$ cat config.mk
export PLATFORM = sky130hd
export DESIGN_NAME = led_pwm_peripheral_flat
export DESIGN_NICKNAME = d
export VERILOG_FILES = /design/src/rtl/led_pwm_peripheral_pkg.sv /design/src/rtl/led_pwm_peripheral_if.sv /design/src/rtl/led_pwm_peripheral_timebase.sv /design/src/rtl/led_pwm_peripheral.sv /design/src/flat_wrapper.sv
export SDC_FILE = /design/constraint.sdc
export NUM_CORES = 1
export LEC_CHECK = 0
export ABC_AREA = 1
export BUFFER_PORTS_ARGS = -buffer_cell sky130_fd_sc_hd__buf_2
export CORE_UTILIZATION = 40
export CTS_CLUSTER_SIZE = 16
export DETAILED_ROUTE_END_ITERATION = 16
export GPL_TIMING_DRIVEN = 0
export SLEW_MARGIN = 5
export SYNTH_ARGS = -nofsm -noshare
export SYNTH_HDL_FRONTEND = slang
export SYNTH_SLANG_ARGS = --single-unit
export TNS_END_PERCENT = 100
$ cat constraint.sdc
create_clock -name clk -period 5.9 [get_ports clk]
set_clock_uncertainty 0.05 [all_clocks]
set_input_delay 0.59 -clock clk [delete_from_list [all_inputs] [get_ports clk]]
set_output_delay 0.59 -clock clk [all_outputs]
set_load 0.005 [all_outputs]
$ cat src/rtl/led_pwm_peripheral_pkg.sv
// Shared definitions for the LED PWM peripheral: the register offsets, the
// CTRL field positions, the PERIOD width and the address decoder.
package led_pkg;

  localparam logic [3:0] ADDR_DATA   = 4'h0;
  localparam logic [3:0] ADDR_CTRL   = 4'h4;
  localparam logic [3:0] ADDR_PERIOD = 4'h8;
  localparam logic [3:0] ADDR_TOGGLE = 4'hC;

  localparam int CTRL_EN_BIT    = 0;
  localparam int CTRL_BLINK_BIT = 1;
  localparam int CTRL_DUTY_LSB  = 8;

  localparam int PERIOD_W = 16;

  typedef enum logic [2:0] {
    SEL_NONE,
    SEL_DATA,
    SEL_CTRL,
    SEL_PERIOD,
    SEL_STATUS
  } reg_sel_e;

  // Only the four word-aligned offsets are mapped; every other nibble selects
  // nothing, so writes there are dropped and reads return 0.
  function automatic reg_sel_e decode_addr(input logic [3:0] addr);
    reg_sel_e sel;
    sel = SEL_NONE;
    case (addr)
      ADDR_DATA:   sel = SEL_DATA;
      ADDR_CTRL:   sel = SEL_CTRL;
      ADDR_PERIOD: sel = SEL_PERIOD;
      ADDR_TOGGLE: sel = SEL_STATUS;
      default:     sel = SEL_NONE;
    endcase
    return sel;
  endfunction

endpackage

$ cat src/rtl/led_pwm_peripheral_if.sv
// Register bus between a host and the LED PWM peripheral. Reads are
// combinational; a write happens on every cycle wr_en_i is high.
interface led_pwm_peripheral_if;
  logic        rd_en_i;
  logic        wr_en_i;
  logic [31:0] addr_i;
  logic [31:0] data_i;
  logic [31:0] data_o;

  modport master (
    output rd_en_i,
    output wr_en_i,
    output addr_i,
    output data_i,
    input  data_o
  );

  modport slave (
    input  rd_en_i,
    input  wr_en_i,
    input  addr_i,
    input  data_i,
    output data_o
  );
endinterface

$ cat src/rtl/led_pwm_peripheral_timebase.sv
// Free-running PWM timebase: a prescaler that produces one tick every
// PRESCALE clocks, and the PWM counter that advances on each tick. Register
// writes never reach this block, so the timebase phase only restarts on reset.
module pwm_timebase #(
  parameter int PWM_BITS = 8,
  parameter int PRESCALE = 4
) (
  input  logic                clk,
  input  logic                rst_n,
  output logic                tick,
  output logic                period_end,
  output logic [PWM_BITS-1:0] pwm_cnt
);

  localparam int PS_W = (PRESCALE > 1) ? $clog2(PRESCALE) : 1;
  localparam logic [PS_W-1:0] PS_LAST = PS_W'(PRESCALE - 1);

  logic [PS_W-1:0] ps_cnt;

  // With PRESCALE=1 the prescaler sits at 0 and tick is high every cycle.
  assign tick       = (ps_cnt == PS_LAST);
  assign period_end = tick && (pwm_cnt == '1);

  // Prescaler wraps on tick; the PWM counter advances (and wraps) on tick.
  always_ff @(posedge clk or negedge rst_n) begin
    if (!rst_n) begin
      ps_cnt  <= '0;
      pwm_cnt <= '0;
    end else if (tick) begin
      ps_cnt  <= '0;
      pwm_cnt <= pwm_cnt + 1'b1;
    end else begin
      ps_cnt  <= ps_cnt + 1'b1;
    end
  end

endmodule

$ cat src/rtl/led_pwm_peripheral.sv
// LED PWM peripheral: a small register file (DATA, CTRL, PERIOD,
// TOGGLE/STATUS), a PWM comparator fed by the shared timebase, and a blink
// divider that gates all LEDs on/off every PERIOD PWM periods.
module led_pwm_peripheral #(
  parameter int NUM_LEDS = 8,
  parameter int PWM_BITS = 8,
  parameter int PRESCALE = 4
) (
  input  logic                clk,
  input  logic                rst_n,
  led_pwm_peripheral_if.slave bus,
  output logic [NUM_LEDS-1:0] leds_o
);
  import led_pkg::*;

  logic [NUM_LEDS-1:0] data_q;
  logic                en_q;
  logic                blink_en_q;
  logic [PWM_BITS-1:0] duty_q;
  logic [PERIOD_W-1:0] period_q;
  logic [PERIOD_W-1:0] blink_cnt;
  logic                phase_q;

  logic                tick_unused;
  logic                period_end;
  logic [PWM_BITS-1:0] pwm_cnt;
  logic                pwm_on;
  logic                blink_active;
  reg_sel_e            sel;
  logic                wr_ctrl;
  logic                wr_period;
  logic [31:0]         rdata;
  logic                unused_bits;

  pwm_timebase #(
    .PWM_BITS(PWM_BITS),
    .PRESCALE(PRESCALE)
  ) u_timebase (
    .clk       (clk),
    .rst_n     (rst_n),
    .tick      (tick_unused),
    .period_end(period_end),
    .pwm_cnt   (pwm_cnt)
  );

  assign sel       = decode_addr(bus.addr_i[3:0]);
  assign wr_ctrl   = bus.wr_en_i && (sel == SEL_CTRL);
  assign wr_period = bus.wr_en_i && (sel == SEL_PERIOD);

  // Full-scale duty means "always on" so the top code is not one step short.
  assign pwm_on       = (duty_q == '1) || (pwm_cnt < duty_q);
  assign blink_active = blink_en_q && (period_q != '0);

  assign unused_bits = ^{bus.addr_i[31:4], bus.data_i, tick_unused};

  // Register file writes; unused bits of each register are simply not stored.
  always_ff @(posedge clk or negedge rst_n) begin
    if (!rst_n) begin
      data_q     <= '0;
      en_q       <= 1'b0;
      blink_en_q <= 1'b0;
      duty_q     <= '0;
      period_q   <= '0;
    end else if (bus.wr_en_i) begin
      case (sel)
        SEL_DATA:   data_q <= bus.data_i[NUM_LEDS-1:0];
        SEL_CTRL: begin
          en_q       <= bus.data_i[CTRL_EN_BIT];
          blink_en_q <= bus.data_i[CTRL_BLINK_BIT];
          duty_q     <= bus.data_i[CTRL_DUTY_LSB +: PWM_BITS];
        end
        SEL_PERIOD: period_q <= bus.data_i[PERIOD_W-1:0];
        SEL_STATUS: data_q <= data_q ^ bus.data_i[NUM_LEDS-1:0];
        default: ;
      endcase
    end
  end

  // Blink divider; a CTRL/PERIOD write restarts the blink cycle lit.
  always_ff @(posedge clk or negedge rst_n) begin
    if (!rst_n) begin
      blink_cnt <= '0;
      phase_q   <= 1'b1;
    end else if (wr_ctrl || wr_period || !blink_active) begin
      blink_cnt <= '0;
      phase_q   <= 1'b1;
    end else if (period_end) begin
      if (blink_cnt == period_q - PERIOD_W'(1)) begin
        blink_cnt <= '0;
        phase_q   <= ~phase_q;
      end else begin
        blink_cnt <= blink_cnt + PERIOD_W'(1);
      end
    end
  end

  // Registered LED drive from the current register and PWM/blink state.
  always_ff @(posedge clk or negedge rst_n) begin
    if (!rst_n) begin
      leds_o <= '0;
    end else begin
      leds_o <= data_q & {NUM_LEDS{en_q & pwm_on & phase_q}};
    end
  end

  // Combinational read mux, forced to 0 when no read is strobed.
  always_comb begin
    rdata = '0;
    if (bus.rd_en_i) begin
      case (sel)
        SEL_DATA:   rdata[NUM_LEDS-1:0] = data_q;
        SEL_CTRL: begin
          rdata[CTRL_EN_BIT]                  = en_q;
          rdata[CTRL_BLINK_BIT]               = blink_en_q;
          rdata[CTRL_DUTY_LSB +: PWM_BITS]    = duty_q;
        end
        SEL_PERIOD: rdata[PERIOD_W-1:0] = period_q;
        SEL_STATUS: begin
          rdata[0]                         = phase_q;
          rdata[CTRL_DUTY_LSB +: PWM_BITS] = pwm_cnt;
        end
        default: ;
      endcase
    end
  end

  assign bus.data_o = rdata;

endmodule
$ cat src/flat_wrapper.sv
// flat-port wrapper written by rule: the top's interface ports become plain ports
module led_pwm_peripheral_flat import led_pkg::*;
#(
  parameter int NUM_LEDS = 8,
  parameter int PWM_BITS = 8,
  parameter int PRESCALE = 4
)
  (clk, rst_n, leds_o, bus_rd_en_i, bus_wr_en_i, bus_addr_i, bus_data_i, bus_data_o);
  led_pwm_peripheral_if bus_i ();
  input  logic clk;
  input  logic rst_n;
  output logic [NUM_LEDS-1:0] leds_o;
  input wire logic [$bits(bus_i.rd_en_i)-1:0] bus_rd_en_i;
  input wire logic [$bits(bus_i.wr_en_i)-1:0] bus_wr_en_i;
  input wire logic [$bits(bus_i.addr_i)-1:0] bus_addr_i;
  input wire logic [$bits(bus_i.data_i)-1:0] bus_data_i;
  output wire logic [$bits(bus_i.data_o)-1:0] bus_data_o;
  assign bus_i.rd_en_i = bus_rd_en_i;
  assign bus_i.wr_en_i = bus_wr_en_i;
  assign bus_i.addr_i = bus_addr_i;
  assign bus_i.data_i = bus_data_i;
  assign bus_data_o = bus_i.data_o;
  led_pwm_peripheral #(.NUM_LEDS(NUM_LEDS), .PWM_BITS(PWM_BITS), .PRESCALE(PRESCALE)) u_core (.clk(clk), .rst_n(rst_n), .bus(bus_i), .leds_o(leds_o));
endmodule
==> flow_summary_export.csv <==
group,metric,value,unit
synth,async_flop_share,100,%
route,wl_per_cell,13.5,um
route,via_per_inst,4.92,
synth,syn_area,4370,um2
global_route,track_usage,19.9,%
cells_and_area,stdcell_count,774,
timing,final-max-slew-violation-count,0,
die,core-area,10500,um2
global_route,grt_pass1_wl,17.5,mm
worst_setup_path,reg2reg_depth,11,
hold_path,min_path_type,"in -> async",
synth,synth_area_leaders,"dfrtp_1 (39%), nand2_1 (13%), xor2_1 (6.4%), inv_1 (6.2%), nor2_1 (3.2%)",
worst_setup_path,path_delay_family,"buffers and inverters",
worst_setup_path,crit_fanout,9,
worst_setup_path,crit_path_start_kind,"primary input",
route,drt-total-wl,10.5,mm
run_status,status,"completed",
cells_and_area,drive_above_1_share,19.9,%
global_route,grt_max_degree,42,
die,ios,108,
clocking,cts.sinks,69,
clocking,post-cts-setup-buffers,0,
cells_and_area,antenna_cells_inserted,0,
worst_setup_path,cp_cell_sequence,"buf_2 > inv_2 > nor2_1 > nand2_2 > clkinv_1 > a221oi_1 > nor2_1 > buf_2",
timing,clock.fmax,0.376,GHz
die,initial_core_util,41.7,%
clocking,ctsHoldBuffers,0,
synth,synth-edff-count,0,
synth,synth_cell_type_count,41,
worst_setup_path,slowest_stage,"a221oi_1",
cells_and_area,nNetsFinal,712,
synth,ys.warnings.count,0,
cells_and_area,multi_input_area,2220,um2
placement,port_buffers,46,
die,dieHeight,106,um
pwr,max-vdd-ir-drop,145,uV
synth,synthFlopType,"dfrtp_1",
clocking,clock_path_buffers,2,
worst_setup_path,end_kind,"output pin",
clocking,cts_made_buffers,9,
synth,yosysMostFrequentCell,"nand2_1",
worst_setup_path,critPathLaunch,"bus_addr_i[3]",
clocking,clock_latency,0.36,ns
route,drt-pass1-iter-count,5,
synth,ys_ff_latch,69,
synth,synth_common_cells,"nand2_1 (157), inv_1 (72), dfrtp_1 (68)",
timing,period_share,45.1,%
placement,dpl.cell_count,758,
route,ant_nets,0,
clocking,cts_tree,"done",
worst_setup_path,r2r_end,"u_core.blink_cnt[5]$_DFFE_PN0P_",
cells_and_area,seq_area,1730,um2
clocking,post_cts_resized,0,
cells_and_area,fillers,1075,
die,fp-row-count,37,
timing,worst_hold_slack,0.0880,ns
worst_setup_path,crit_type,"in -> out",
route,drc_errors,0,
clocking,ctsHtreeMaxLevel,3,
global_route,grt_pass1_vias,3636,
synth,avgSynthCellArea,7.80,um2
route,vias,3805,
timing,fin_crit,2.66,ns
timing,setup_tns,0,ns
synth,synthCells,560,
die,die-area,11300,um2
worst_setup_path,path_buf_inv,4,
pwr,power_density,275,nW/um2
route,dr.first_iter.drc_count,199,
worst_setup_path,critPathMaxStageDelay,0.39,ns
placement,globalplace.congestion,0.859,
worst_setup_path,worst-r2r-setup-slack,3.52,ns
worst_setup_path,rr_startpoint,"u_core.period_q[0]$_DFFE_PN0P_",
timing,slew_headroom,65.1,%
cells_and_area,areaGrowthSynthToFinish,15.0,%
synth,yosysTopAreaCellShare,39.0,%
worst_setup_path,cp_data_arrival_time,2.02,ns
pwr,leakagePower,2.54,nW
worst_setup_path,required,5.26,ns
global_route,antenna_found_initial,0,
pwr,power,0.00138,W
die,die_w,106,um
global_route,grt_overflow,0,
placement,hpwl,8.19,mm
timing,worstMarginPinSlew,0.524,ns
synth,ys_seq_area_share,39.6,%
job,maxCapViolations,0,
synth,yosysTopAreaCell,"dfrtp_1",
clocking,clkTransAtPathRegs,0.09,ns
timing,rsz0062_at_grt,"no",
clocking,cts_root_buf,"clkbuf_8",
timing,setup_viol,0,
timing,final-hold-violation-count,0,
cells_and_area,utilization,48.0,%
## cell families (layout without fill, tap and decap cells)
logic type	count (synthesis)	count (layout)	synth area share, %
XOR/XNOR	42	42	8.42
AO/OA/AOI/OAI	64	64	9.28
multiplexers	1	1	0.258
flip-flops	69	69	39.6
adder cells (fa/ha/maj)	11	11	3.15
buffers and inverters	105	168	10.9
other	1	16	0.0859
AND/OR/NAND/NOR	267	267	28.3
## sequential cells by signal, summed over array words and instances (netlist names)
register / flops
u_core.en_q: 1
u_core.blink_en_q: 1
u_core.u_timebase.ps_cnt: 2
u_core.duty_q: 8
u_core.period_q: 16
u_core.blink_cnt: 16
u_core.phase_q: 1
u_core.leds_o: 8
u_core.data_q: 8
u_core.u_timebase.pwm_cnt: 8
## layout make-up
| cell class | instances | area share [%] |
|---|---|---|
| Sequential cell | 69 | 34.4 |
| Buffer | 27 | 3.66 |
| Clock buffer | 9 | 2.47 |
| Multi-Input combinational cell | 401 | 44.2 |
| Tap cell | 136 | 3.39 |
| Inverter | 78 | 5.83 |
| Clock inverter | 7 | 1.07 |
| Timing Repair Buffer | 47 | 5.03 |
## worst max path at each step
| stage | end | cells past startpoint |
|---|---|---|
| after floorplan | bus_data_o[12] | 7 |
| after global placement | bus_data_o[0] | 8 |
| after detailed placement | bus_data_o[0] | 8 |
| after CTS | bus_data_o[0] | 8 |
| after global routing | bus_data_o[0] | 8 |
| final | bus_data_o[0] | 8 |
## routing by layer
layer / vias up / routed length [um] / track usage, %
met5: - / 0 / 0
li1: 1887 / - / -
met1: 1791 / 4980 / 27.7
met3: 14 / 488 / 3.37
met4: 0 / 169 / 6.36
met2: 113 / 4820 / 31.3
## per-stage QoR
step / worst slack (ns) / instance area, um2
after floorplan: 3.84 / 4420
after global placement: 3.31 / 4820
after detailed placement: 3.28 / 4850
after CTS: 3.28 / 5020
after global routing: 3.20 / 5020
final: 3.24 / 5020
## placed cells by master (no fill, tap or decap), types with 15 or more instances in the layout
master     n
a21oi_1   15
buf_2     48
buf_4     19
conb_1    16
dfrtp_1   68
inv_1     72
nand2_1  157
nand3_1   23
nor2_1    37
o21ai_0   26
xor2_1    32
## power breakdown
part           switching [W]  leakage, nW  internal (W)
combinational       0.000234         1.56      0.000144
sequential         0.0000794        0.885      0.000552
clock               0.000211       0.0952      0.000159
(Power assumes the default switching activity.)
